--- src/rtl/muldiv_unit.sv ---
// Iterative 32-bit MULT/MULTU/DIV/DIVU unit owning the HI/LO registers.
// One shift-add / restoring-divide step per cycle through a shared 32-bit adder.
//
// state | meaning
// IDLE  | waiting for start; MTHI/MTLO writes accepted
// CALC  | 32 iteration steps, one bit per cycle
// FIX   | sign correction, HI/LO written, done pulsed
module muldiv_unit (
  input  logic        clk,
  input  logic        rst,
  input  logic        start,
  input  logic [1:0]  op,
  input  logic [31:0] rs_val,
  input  logic [31:0] rt_val,
  input  logic        hi_we,
  input  logic        lo_we,
  input  logic [31:0] wdata,
  output logic        busy,
  output logic        done,
  output logic [31:0] hi,
  output logic [31:0] lo
);

  typedef enum logic [1:0] {IDLE, CALC, FIX} state_t;

  state_t      st;
  logic [4:0]  cnt;
  logic        is_div;
  logic        neg_lo;
  logic        neg_hi;
  logic [31:0] d;
  logic [31:0] acc_hi;
  logic [31:0] acc_lo;

  logic        sgn, sa, sb, dz;
  logic [31:0] abs_rs, abs_rt;
  logic [31:0] add_a, add_b, add_s;
  logic        add_ci, add_co;
  logic [31:0] r_sh;
  logic        take;
  logic        hi2_ci;
  logic [31:0] hi_neg;
  logic        m_c;
  logic [31:0] m_s;

  always_comb begin
    sgn    = ~op[0];
    sa     = sgn & rs_val[31];
    sb     = sgn & rt_val[31];
    abs_rs = sa ? (32'd0 - rs_val) : rs_val;
    abs_rt = sb ? (32'd0 - rt_val) : rt_val;
    dz     = op[1] & (rt_val == 32'd0);
  end

  // Shared iteration adder: multiply step, divide trial, or low-word negation in FIX.
  always_comb begin
    r_sh   = {acc_hi[30:0], acc_lo[31]};
    add_a  = acc_hi;
    add_b  = d;
    add_ci = 1'b0;
    if (st == FIX) begin
      add_a  = ~acc_lo;
      add_b  = 32'd0;
      add_ci = 1'b1;
    end else if (is_div) begin
      add_a  = r_sh;
      add_b  = ~d;
      add_ci = 1'b1;
    end
    {add_co, add_s} = {1'b0, add_a} + {1'b0, add_b} + {32'd0, add_ci};
    take   = acc_hi[31] | add_co;
    m_c    = acc_lo[0] & add_co;
    m_s    = acc_lo[0] ? add_s : acc_hi;
    // Product negation carries from the low word; remainder negates on its own.
    hi2_ci = is_div ? 1'b1 : add_co;
    hi_neg = ~acc_hi + {31'd0, hi2_ci};
  end

  always_ff @(posedge clk) begin
    if (rst) begin
      st     <= IDLE;
      busy   <= 1'b0;
      done   <= 1'b0;
      hi     <= 32'd0;
      lo     <= 32'd0;
      cnt    <= 5'd0;
      is_div <= 1'b0;
      neg_lo <= 1'b0;
      neg_hi <= 1'b0;
      d      <= 32'd0;
      acc_hi <= 32'd0;
      acc_lo <= 32'd0;
    end else begin
      done <= 1'b0;
      case (st)
        IDLE: begin
          if (start) begin
            st     <= CALC;
            busy   <= 1'b1;
            cnt    <= 5'd0;
            is_div <= op[1];
            acc_hi <= 32'd0;
            d      <= op[1] ? abs_rt : abs_rs;
            // Divide by zero keeps the raw dividend so the remainder lands as rs_val.
            acc_lo <= op[1] ? (dz ? rs_val : abs_rs) : abs_rt;
            neg_lo <= ~dz & (sa ^ sb);
            neg_hi <= ~dz & (op[1] ? sa : (sa ^ sb));
          end else begin
            if (hi_we) hi <= wdata;
            if (lo_we) lo <= wdata;
          end
        end
        CALC: begin
          cnt <= cnt + 5'd1;
          if (is_div) begin
            acc_hi <= take ? add_s : r_sh;
            acc_lo <= {acc_lo[30:0], take};
          end else begin
            acc_hi <= {m_c, m_s[31:1]};
            acc_lo <= {m_s[0], acc_lo[31:1]};
          end
          if (cnt == 5'd31) st <= FIX;
        end
        FIX: begin
          hi   <= neg_hi ? hi_neg : acc_hi;
          lo   <= neg_lo ? add_s : acc_lo;
          done <= 1'b1;
          busy <= 1'b0;
          st   <= IDLE;
        end
        default: st <= IDLE;
      endcase
    end
  end

endmodule

--- config.mk ---
export PLATFORM = sky130hd
export DESIGN_NAME = muldiv_unit
export DESIGN_NICKNAME = d
export VERILOG_FILES = /design/src/rtl/muldiv_unit.sv
export SDC_FILE = /design/constraint.sdc
export NUM_CORES = 1
export LEC_CHECK = 0
export ABC_AREA = 1
export CAP_MARGIN = 10
export CORE_MARGIN = 2
export CORE_UTILIZATION = 25
export DETAILED_ROUTE_END_ITERATION = 6
export PLACE_DENSITY = 0.46
export RECOVER_POWER = 25
export SKIP_CTS_REPAIR_TIMING = 1
export SLEW_MARGIN = 20
export SYNTH_ARGS = -nofsm -noshare
export SYNTH_HDL_FRONTEND = slang
export SYNTH_SLANG_ARGS = --single-unit
--- constraint.sdc ---
create_clock -name clk -period 9.08 [get_ports clk]
set_input_delay 1.362 -clock clk [delete_from_list [all_inputs] [get_ports clk]]
set_output_delay 1.362 -clock clk [all_outputs]
set_load 0.1 [all_outputs]
==> flow_metrics.tcl <==
set metrics [dict create \
    hp-class "flip-flop to flip-flop" \
    insertion_delay_ns 0.49 \
    die_h_um 255.6 \
    cp.buffers_inverters 5 \
    ios 169 \
    final_antenna_net_count 0 \
    violations "capacitance limit, slew limit" \
    cts-root-buf "clkbuf_16" \
    track_usage_pct 22.78 \
    hold_viol 0 \
    dr.pass1.iters 6 \
    port_buffers 168 \
    worstPathArrival_ns 6.85 \
    grt_pass1_vias 17435 \
    gp_congestion 0.9688 \
    synth.avg_cell_area_sq_um 5.674 \
    core-area_sq_mm 0.06285 \
    cp.required_ns 9.49 \
    cts_tree "yes" \
    fin_crit_ns 6.436 \
    path_class "input pin to flip-flop" \
    synth_edf_count 0 \
    synth-seq-cells 172 \
    fill_cells 7247 \
    grt_max_degree 88 \
    clock_skew_ns 0.01679 \
    setup.worst_path.end_class "flip-flop" \
    synthArstFlopShare_pct 0 \
    start_kind "input pin" \
    yosysSeqAreaShare_pct 21.75 \
    ys_types 49 \
    grt_pass1_wl_mm 113.6 \
    drt_iter0_markers 1817 \
    finalNonFillerCells 3716 \
    cts_max_level 4 \
    syn_nets 2932 \
    setup_viol 0 \
    fin_nets 2999 \
    final-max-slew-violation-count 104 \
    fmax_ghz 0.1554 \
    irDropWorstVdd_uv 146.5 \
    clkTransAtPathRegs_ns 0.07 \
    wirelength_mm 75.67 \
    worstMarginPinSlew_ns 2.207 \
    crit_chain "dlygate4sd3_1 -> nand3_2 -> clkbuf_1 -> inv_1 -> nor2_1 -> clkbuf_1 -> buf_4 -> a21oi_1 -> a21oi_1" \
    power.leakage_nw 8.684 \
    dieArea_sq_mm 0.06535 \
    rsz0062_at_grt "no" \
    overflow 0 \
    status "complete, but fails checks" \
    areaGrowthSynthToFinish_pct 17.98 \
    netlist_area_sq_mm 0.01583 \
    relSlewSlack_pct -47.11 \
    via_per_inst 4.987 \
    synthCells 2790 \
    clock_path_buffers 2 \
    numCtsBuffers 17 \
    slowest_delay_ns 1.59 \
    dp_hpwl_mm 60.17 \
    drv_cap 3 \
    wl_per_cell_um 20.36 \
    cp_top_family "buffers and inverters" \
    dp_cells 3684 \
    drive_gt1_share_pct 4.948 \
    yosysTopAreaCellShare_pct 21.75 \
    crit_slowest_cell "clkbuf_1" \
    cp_max_fo 36 \
    start_util_pct 25.19 \
    yosysWarnings 0 \
    power_density_mw_per_mm2 154.9 \
    multi_input_area_sq_mm 0.01029 \
    antenna_found_initial 0 \
    final.period_utilization_pct 70.88 \
    cts_sinks 172 \
    die_w_um 255.6 \
    yosysTopAreaCell "dfxtp_1" \
    tns_ns 0 \
    n_antenna_cell 0 \
    vias 18530 \
    synthTopCellsByArea "dfxtp_1 (22%), nand2_1 (20%), inv_1 (8.9%)" \
    ys.flop_type "dfxtp_1" \
    route.detailed.drc 0 \
    rows 92 \
    seqCellArea_sq_mm 0.003447 \
]
path summary, 6_finish.rpt:
kind / from / to / slack [ns] / depth (start not counted)
hold / removal: busy$_SDFFE_PP0P_ / busy$_SDFFE_PP0P_ / 0.47 / 2
hold reg to reg: busy$_SDFFE_PP0P_ / busy$_SDFFE_PP0P_ / 0.47 / 2
setup reg to reg: is_div$_SDFFE_PP0P_ / hi[25]$_SDFFE_PP0P_ / 3.49 / 23
setup / recovery: start / acc_lo[14]$_SDFFE_PP0P_ / 2.64 / 9
tightest hold or removal path, delay by kind of cell, from the launching register on:
| family | cells | cell delay, ns |
|---|---|---|
| DFF | 1 | 0.32 |
| AOI/OAI and AO/OA | 1 | 0.05 |
| and+or+nand+nor | 1 | 0.06 |
cells in the mapped netlist (4+ instances only):
library cell  instances
ha_1                 37
dfxtp_1             172
nor2_1              196
buf_1                13
buf_4                 5
nand2_1             840
nand3_1             184
o221ai_1              5
a31oi_1              50
nor3_1               26
nand4_1              23
o22ai_1               4
and2_1                6
o21ai_1               7
a21oi_2              11
or2_2                 6
o211ai_1             54
a22oi_1               5
a21oi_1             204
o21bai_1              4
xnor2_1              30
nor2_2               16
inv_1               375
inv_2                20
o21ai_0             265
clkbuf_1             88
xor2_1               52
a211oi_1              4
buf_2                27
buf_6                 4
nand2_2              20
through the flow:
step	area [sq um]	setup WS [ns]	utilization, %	total power [mW]	hold WS, ns
global placement	18110	3.702	28.81	2.136	0.4527
floorplan	15830	4.908	-	1.720	0.4444
CTS	18700	3.582	29.75	2.911	0.4767
detailed placement	18110	3.595	28.81	2.130	0.4658
finish	18680	2.644	29.72	2.892	0.4703
global route	18680	2.304	29.72	3.055	0.4993
power breakdown:
| part | internal [mW] | total (mW) | leakage [nW] | switching, mW |
|---|---|---|---|---|
| Clock | 0.400 | 0.771 | 0.293 | 0.371 |
| Combinational | 0.344 | 1.23 | 6.98 | 0.887 |
| Sequential | 0.818 | 0.891 | 1.41 | 0.0734 |
| Total | 1.56 | 2.89 | 8.68 | 1.33 |
final cells by class:
type / count / area share (%)
clock inverters: 13 / 0.7101
flip-flops and latches: 172 / 18.46
repair buffers: 187 / 9.680
well taps: 846 / 5.668
multi-input cells: 2084 / 55.11
inverters: 395 / 7.945
clock buffers: 19 / 2.432
flip-flops by register name, summed over array words and instances, names as in the netlist, 2 cells and up:
name	flops
acc_hi	32
cnt	5
hi	32
d	32
lo	32
st	2
acc_lo	32
placed cells by master, fill, tap and decap left out, drive strengths merged, types with 2 or more instances in the layout:
| cell type | n |
|---|---|
| a22oi | 5 |
| a221oi | 3 |
| nand3 | 188 |
| nor2 | 215 |
| nand3b | 3 |
| dfxtp | 172 |
| nand2 | 863 |
| and2 | 7 |
| o21ai | 275 |
| o21bai | 4 |
| xor2 | 52 |
| clkinv | 11 |
| o211ai | 54 |
| clkdlybuf4s50 | 116 |
| o22ai | 4 |
| a31oi | 50 |
| a211oi | 4 |
| o221ai | 5 |
| buf | 17 |
| a21o | 3 |
| nand2b | 3 |
| dlygate4sd3 | 51 |
| clkbuf | 22 |
| fa | 2 |
| xnor2 | 30 |
| or2 | 8 |
| ha | 37 |
| nand4 | 23 |
| nor3 | 28 |
| inv | 396 |
| a21oi | 215 |
metal layers:
layer,share of wire [%],vias up,track usage (%)
li1,-,9118,-
met1,47,8672,31.26
met2,44,645,36.10
met3,5.3,95,3.169
met4,3.7,0,8.593
met5,0,-,0
cell families after synthesis:
family	after synthesis	synth area share [%]
simple gates	1339	35.35
compound gates	624	21.83
buf+inv	534	13.36
flops	172	21.75
xor+xnor	82	4.537
fa+ha+maj	39	3.177
Note: power is estimated with default switching activity, not from simulation.
